<file path="config.mk">
export PLATFORM = sky130hd
export DESIGN_NAME = beam_power_trigger
export DESIGN_NICKNAME = d
export VERILOG_FILES = /design/src/rtl/beam_power_trigger.sv
export SDC_FILE = /design/constraint.sdc
export NUM_CORES = 1
export LEC_CHECK = 0
export CAP_MARGIN = 25
export CORE_MARGIN = 5
export CORE_UTILIZATION = 56
export CTS_CLUSTER_SIZE = 12
export DETAILED_ROUTE_END_ITERATION = 12
export PLACE_DENSITY_LB_ADDON = 0.1
export RECOVER_POWER = 50
export SYNTH_ARGS = -nofsm -noshare
export SYNTH_HDL_FRONTEND = slang
export SYNTH_SLANG_ARGS = --single-unit
</file>
<file path="constraint.sdc">
create_clock -name clk_i -period 4.6 [get_ports clk_i]
set_input_delay 0.46 -clock clk_i [delete_from_list [all_inputs] [get_ports clk_i]]
set_output_delay 0.46 -clock clk_i [all_outputs]
set_load 0.05 [all_outputs]
</file>
<file path="src/rtl/beam_power_trigger.sv">
// Per-beam sliding-window power trigger: window sum, threshold compare, held
// valid/ready trigger record and holdoff. Optional: BEAM_POWER_TRIGGER_MISSED_EN.
module beam_power_trigger #(
   parameter int  NSAMP   = 4,
   parameter int  SQBITS  = 14,
   parameter int  WINDOW  = 4,
   parameter int  HOLDOFF = 8,
   localparam int PWRBITS = SQBITS + $clog2(NSAMP) + $clog2(WINDOW)
) (
   input  logic                    clk_i,
   input  logic                    rst_ni,
   input  logic [NSAMP*SQBITS-1:0] sq_i,
   input  logic                    sq_valid_i,
   input  logic                    enable_i,
   input  logic [PWRBITS-1:0]      thresh_i,
   input  logic                    thresh_wr_i,
   output logic                    trig_valid_o,
   input  logic                    trig_ready_i,
   output logic [PWRBITS-1:0]      trig_power_o,
   output logic [PWRBITS-1:0]      power_o,
   output logic [15:0]             missed_o
);

   localparam int CSBITS = SQBITS + $clog2(NSAMP);
   localparam int FBITS  = $clog2(WINDOW + 1);
   localparam int HBITS  = (HOLDOFF > 1) ? $clog2(HOLDOFF) : 1;
   localparam logic [FBITS-1:0] FILL_FULL = FBITS'(WINDOW);
   localparam logic [HBITS-1:0] HOLD_LOAD = HBITS'(HOLDOFF - 1);

   typedef enum logic [1:0] {
      S_IDLE,
      S_FIRE,
      S_HOLD
   } state_t;

   logic [CSBITS-1:0]  w_clk_sum;
   logic [CSBITS-1:0]  r_clk_sum;
   logic               r_s1_valid;

   logic [CSBITS-1:0]  r_dly [WINDOW];
   logic [CSBITS-1:0]  w_oldest;
   logic [FBITS-1:0]   r_fill;
   logic [PWRBITS-1:0] r_win_sum;
   logic               r_s2_upd;

   logic [PWRBITS-1:0] r_thresh;
   logic [PWRBITS-1:0] r_cmp_pwr;
   logic               r_exceed;

   state_t             r_state;
   state_t             w_state_next;
   logic [HBITS-1:0]   r_hold_cnt;
   logic [HBITS-1:0]   w_hold_next;
   logic [PWRBITS-1:0] r_trig_power;
   logic [PWRBITS-1:0] w_trig_power_next;

   // Stage 1: per-clock sum of all samples, wide enough to never overflow.
   always_comb begin
      w_clk_sum = '0;
      for (int k = 0; k < NSAMP; k++) begin
         w_clk_sum = w_clk_sum + CSBITS'(sq_i[SQBITS*k +: SQBITS]);
      end
   end

   always_ff @(posedge clk_i or negedge rst_ni) begin
      if (!rst_ni) begin
         r_clk_sum  <= '0;
         r_s1_valid <= 1'b0;
      end else begin
         r_s1_valid <= sq_valid_i & enable_i;
         if (sq_valid_i) begin
            r_clk_sum <= w_clk_sum;
         end
      end
   end

   // Stage 2: running window sum; the tap leaving the window counts as zero
   // until the delay line holds WINDOW valid entries.
   assign w_oldest = (r_fill == FILL_FULL) ? r_dly[WINDOW-1] : '0;

   always_ff @(posedge clk_i or negedge rst_ni) begin
      if (!rst_ni) begin
         for (int i = 0; i < WINDOW; i++) begin
            r_dly[i] <= '0;
         end
         r_fill    <= '0;
         r_win_sum <= '0;
         r_s2_upd  <= 1'b0;
      end else if (!enable_i) begin
         for (int i = 0; i < WINDOW; i++) begin
            r_dly[i] <= '0;
         end
         r_fill    <= '0;
         r_win_sum <= '0;
         r_s2_upd  <= 1'b0;
      end else begin
         r_s2_upd <= r_s1_valid;
         if (r_s1_valid) begin
            r_dly[0] <= r_clk_sum;
            for (int i = 1; i < WINDOW; i++) begin
               r_dly[i] <= r_dly[i-1];
            end
            r_win_sum <= r_win_sum + PWRBITS'(r_clk_sum) - PWRBITS'(w_oldest);
            if (r_fill != FILL_FULL) begin
               r_fill <= r_fill + FBITS'(1);
            end
         end
      end
   end

   assign power_o = r_win_sum;

   // Stage 3: strict compare against the threshold as it stood before any
   // same-clock write; the compared sum travels with the exceed pulse.
   always_ff @(posedge clk_i or negedge rst_ni) begin
      if (!rst_ni) begin
         r_thresh  <= '1;
         r_cmp_pwr <= '0;
         r_exceed  <= 1'b0;
      end else begin
         if (thresh_wr_i) begin
            r_thresh <= thresh_i;
         end
         r_exceed <= enable_i & r_s2_upd & (r_fill == FILL_FULL) & (r_win_sum > r_thresh);
         if (r_s2_upd) begin
            r_cmp_pwr <= r_win_sum;
         end
      end
   end

   always_ff @(posedge clk_i or negedge rst_ni) begin
      if (!rst_ni) begin
         r_state      <= S_IDLE;
         r_hold_cnt   <= '0;
         r_trig_power <= '0;
      end else begin
         r_state      <= w_state_next;
         r_hold_cnt   <= w_hold_next;
         r_trig_power <= w_trig_power_next;
      end
   end

   // The record is frozen outside IDLE, so it only changes while no record is offered.
   always_comb begin
      w_state_next      = r_state;
      w_hold_next       = r_hold_cnt;
      w_trig_power_next = r_trig_power;
      if (!enable_i) begin
         w_state_next = S_IDLE;
      end else begin
         case (r_state)
            S_IDLE: begin
               if (r_exceed) begin
                  w_trig_power_next = r_cmp_pwr;
                  w_state_next      = S_FIRE;
               end
            end
            S_FIRE: begin
               if (trig_ready_i) begin
                  w_state_next = S_HOLD;
                  w_hold_next  = HOLD_LOAD;
               end
            end
            S_HOLD: begin
               if (r_hold_cnt == '0) begin
                  w_state_next = S_IDLE;
               end else begin
                  w_hold_next = r_hold_cnt - HBITS'(1);
               end
            end
            default: begin
               w_state_next = S_IDLE;
            end
         endcase
      end
   end

   assign trig_valid_o = (r_state == S_FIRE);
   assign trig_power_o = r_trig_power;

`ifdef BEAM_POWER_TRIGGER_MISSED_EN
   logic [15:0] r_missed;

   always_ff @(posedge clk_i or negedge rst_ni) begin
      if (!rst_ni) begin
         r_missed <= '0;
      end else if (!enable_i) begin
         r_missed <= '0;
      end else if (r_exceed && (r_state != S_IDLE) && (r_missed != 16'hFFFF)) begin
         r_missed <= r_missed + 16'd1;
      end
   end

   assign missed_o = r_missed;
`else
   assign missed_o = 16'd0;
`endif

endmodule

</file>
* After elaboration in Yosys (flattened, before gate mapping)
Cells that the tools add are included.
** Operators by class
- Reductions and logical operators :: 7
- Divide/modulo/power cells :: 0
- Shift operators :: 0
- Equality and inequality tests :: 11
- Bitwise gates (word level) :: 4
- Order comparisons :: 1
- Mux-type cells :: 17
- $add $sub $neg :: 7
- $mul :: 0
** Operators with widths (count)
- 64-bit two-way mux :: 2
- 18-bit two-way mux :: 2
- 18-bit by 16-bit adder with 18-bit output :: 1
- 18-bit > comparator :: 1
- 18-bit by 16-bit subtractor with 18-bit output :: 1
- 15-bit by 14-bit adder with 16-bit output :: 1
- 16-bit by 14-bit adder with 16-bit output :: 1
- 16-bit two-way mux :: 1
- 14-bit by 14-bit adder with 15-bit output :: 1
- 3-bit two-way mux :: 5
- 3-bit inequality test, second input constant :: 3
- 2-bit two-way mux :: 4
- 2-bit by 1-bit inequality test with 1-bit output, second input constant :: 3
- 2-bit one-hot mux with 3 select lines :: 1
- 3-bit one-hot mux with 2 select lines :: 1
- 3-bit AND reduction :: 2
- 1-bit bitwise AND :: 4
- 4-bit AND reduction :: 1
- 3-bit by 1-bit adder with 3-bit output, second input constant :: 1
- 3-bit == test, second input constant :: 1
- 3-bit logical NOT :: 1
- 3-bit by 2-bit inequality test with 1-bit output, second input constant :: 1
- 3-bit by 1-bit subtractor with 3-bit output, second input constant :: 1
- 2-bit by 1-bit == test with 1-bit output, second input constant :: 1
- other kinds (6) :: 6
** Word-level totals
- Latch bits :: 0
- RAM bits :: 0
- ROM bits :: 0
- Bits in registers :: 163
- Memories :: 0

* Longest topological paths before layout
- Depth after elaboration :: 5
- Depth in mapped cells :: 15
- Depth with buffers taken out :: 14

* Least setup slack after synthesis
OpenSTA, ideal clock, no wires.
- Path type :: register -> register
- Start point :: register r_fill[0]
- End point :: register r_win_sum[17], in the netlist power_o[17]
- Path slack :: 1244 ps
- Buffers on the path :: 1
- Data required time :: 4521 ps
- Arrival time :: 3277 ps
- Clock period less this slack :: 3356 ps
- Stages on the path, launching flop included :: 15
- Cells stage by stage :: dfrtp_1 inv_1 ha_1 clkbuf_1 and3_1 fa_1 inv_1 ha_1 a21o_1 a21oi_4 nor2_2 or3_1 a221oi_2 mux2i_1 mux2i_1
** Between the ends
- Word-level cells in the longest chain between the ends :: 5
** RTL lines
- start, declared :: line 42 : logic [FBITS-1:0] r_fill;
- start signal, assigned :: line 105 : r_fill <= r_fill + FBITS'(1);
- 3-bit == test :: line 79 : assign w_oldest = (r_fill == FILL_FULL) ? r_dly[WINDOW-1] : '0;
- 16-bit two-way mux :: line 79
- 18-bit by 16-bit subtractor with 18-bit output :: line 103 : r_win_sum <= r_win_sum + PWRBITS'(r_clk_sum) - PWRBITS'(w_oldest);
- 18-bit two-way mux :: line 98 : if (r_s1_valid) begin
- 18-bit two-way mux :: line 89 : end else if (!enable_i) begin
- end signal, assigned :: line 103
- end, declared :: line 43 : logic [PWRBITS-1:0] r_win_sum;
No other way between the ends. The select of a mux whose other input is x is not followed.
A chain may end at the register's enable or synchronous reset.

* Final worst setup path
Ends and elaborated chain as after synthesis.

==> metrics.txt <==
commonest non-fill, non-tap cells in the layout dfrtp_1 (144), inv_1 (137), clkdlybuf4s50_1 (114); Final Hold Viols 0; failing checks max-capacitance violations, max-slew violations; multi-input logic area 4880 um^2; post-DP HPWL 14600 um; Yosys reg bits between 150 and 200; final setup violation count 0; register area 4110 um^2; DRC 0; Top FF cell, synth dfrtp_1; Slew Viols, Final 82; later-pin clock latency in the skew report 0.42 ns; min Tclk post-route 3.80 ns; pwr dens 538 nW/um^2; non-filler cells, final 1279; Register-to-Register Setup Slack 0.80 ns; root buf cell clkbuf_16; cells on worst reg2reg path 13; starting DRC count in detailed routing 285; syn avg cell area between 10 and 15 um^2; htree depth 4; Ports 133; die width approximately 140 um; hold path depth 1; ys async rst share 100%; Layout area overhead 19.3%; Hold Buf Count CTS 0; Syn Inst Count 934; CTS tree done; worst r2r dst power_o[17]; CTS clk-pin slew, worst paths ~0.070 ns; Util after Layout 67.5%; # fillers 1399; critical path launch point type register; ANT nets after route 0; crit-path leading delay family adder cells; Worst Skew 0.00885 ns; reg2reg start r_fill[0]; max cap viols 1; first-pass GRT wire length 32900 um; slowest stage delay, CP between 0.5 and 0.6 ns; Power, Total about 0.0062 W; post-CTS setup buffers 0; WP buf/inv 2; worst hold path class register to register; clock sink count roughly 160; placed cell count approximately 1200; die span in y 142 um; commonest non-fill, non-tap cell in the layout dfrtp_1; Mapped Area around 9700 um^2; share of cells above drive strength 1 about a tenth; WS Path Type register to register; TNS Setup 0 ns; post-CTS resize count 0; setup ws final roughly 0.80 ns; post-synthesis sequential area ratio 42.2%; Arr. time, crit path between 4 and 5 ns; crit share post-route 82.6%; drt first pass iters 5; Placer Congestion 0.859; routed len/inst 15.3 um; crit path cell chain inv_1 -> ha_1 -> and3_1 -> fa_1 -> inv_1 -> ha_1 -> a21o_1 -> a21oi_4 -> nor2_2 -> or3_1 -> a221oi_2 -> mux2i_1 -> mux2i_1; port buffer count between 100 and 150; total track usage 20.3%; Hold Startpoint r_hold_cnt[0]; initial antenna violation count 0; status finished with violations; wl on met1 9060 um; Fmax achieved 0.263 GHz; Top Metal Used met4; die area 20100 um^2; WP data required 4.94 ns; Rel. slew slack -139%; clock tree buffer depth 2; EDFF count, synth 0; wirelength, routed 19500 um; largest net degree at the start of global routing 83; vias per cell 5.18; core area around 17000 um^2; Nets about 1200; met3 wire length between 700 and 800 um; initial core utilization 56.5%; number of global-route vias before repair 6580; Std-Cell Rows 48; Crit-path slowest cell ha_1; Yosys cell types 56; maximum VDD drop 0.361 mV; Crit Path Max Fanout 18; Leak around 5.7 nW; grt ovf 0; Setup WS pre-CTS 0.589 ns; Min-Delay Endpoint r_hold_cnt[0]; # diodes 0; CTS Buf Count 17; detailed-route via count 6630; Crit path depth 13; CP endpoint kind register; met2 WL post-DR 9420 um; Yosys Warn Count 0; Slew @ Worst Pin 3.58 ns; RSZ-0062 raised after global routing no
-- logic make-up after synthesis --
family,synth area share (%)
buffers and inverters,8.11
other,0.0386
AND/OR/NAND/NOR,10.2
XOR/XNOR,1.80
AO/OA/AOI/OAI,8.39
adder cells (fa/ha/maj),16.7
flip-flops,42.2
multiplexers,12.6
-- sequential cells by signal (all words and copies together), names as in the netlist --
signal / count
power_o: 18
r_clk_sum: 16
r_cmp_pwr: 18
r_dly: 64
r_exceed: 1
r_fill: 3
r_hold_cnt: 3
r_s1_valid: 1
r_s2_upd: 1
r_state: 2
r_thresh: 18
trig_power_o: 18
-- how the worst max path moves through the flow --
stage	startpoint	end	slack [ns]
3_5_place_dp	sq_i[2]	r_clk_sum[14]	0.59
4_1_cts	r_fill[0]	power_o[17]	0.81
3_3_place_gp	sq_i[2]	r_clk_sum[14]	0.65
6_report	r_fill[0]	power_o[17]	0.80
2_1_floorplan	r_fill[0]	power_o[17]	1.24
5_1_grt	rst_ni	r_clk_sum[11]	0.36
-- routing by layer --
metal / vias to the layer above / global-route usage, %
met5: - / 0
li1: 3293 / -
met1: 3204 / 28.3
met2: 115 / 33.0
met3: 18 / 3.47
met4: 0 / 5.71
-- cell type report --
class	count	share of cell area [%]
inverter	138	4.47
sequential	163	35.4
tap	225	2.43
multi-input combinational	598	42.1
timing repair buffer	123	10.5
clock inverter	13	1.21
clock buffer	19	3.82
-- power breakdown --
group / internal (W) / leakage, nW / switching (W) / total, W
Sequential: 0.00166 / 2.15 / 0.000208 / 0.00187
Clock: 0.000782 / 0.288 / 0.000609 / 0.00139
Combinational: 0.00126 / 3.26 / 0.00172 / 0.00298
Total: 0.00370 / 5.71 / 0.00254 / 0.00624
-- synth_stat cells (2+ instances only) --
cell | number | area [um^2]
a211o_1 | 2 | 17.5
a21o_1 | 19 | 143
nand4b_1 | 2 | 17.5
nor2b_1 | 4 | 25.0
mux2i_1 | 79 | 791
dfrtp_1 | 145 | 3630
nand2b_1 | 7 | 43.8
ha_1 | 59 | 738
nor2_1 | 91 | 342
or3_1 | 5 | 31.3
and4_1 | 2 | 17.5
buf_4 | 16 | 120
a21oi_1 | 26 | 130
inv_1 | 137 | 514
o21bai_1 | 3 | 22.5
nand3_1 | 13 | 65.1
nand4_1 | 9 | 56.3
o31ai_1 | 2 | 15.0
xnor2_1 | 11 | 96.3
xor2_1 | 9 | 78.8
mux2_2 | 38 | 428
clkbuf_8 | 2 | 27.5
fa_1 | 44 | 881
nand2_1 | 52 | 195
dfstp_2 | 18 | 473
o21a_1 | 5 | 37.5
a211oi_1 | 5 | 37.5
buf_1 | 8 | 30.0
o221ai_1 | 3 | 26.3
o22ai_1 | 4 | 25.0
a31oi_1 | 7 | 43.8
o21ai_0 | 41 | 205
nor3_1 | 4 | 20.0
and3_1 | 18 | 113
clkbuf_1 | 23 | 86.3
-- per-stage QoR --
step                      area [um^2]  hold slack (ns)
after floorplan                  9770            0.164
after global placement          11000            0.453
after detailed placement        11000            0.464
after CTS                       11600           0.0927
after global routing            11600            0.493
final                           11600            0.468
(Power assumes the default switching activity.)
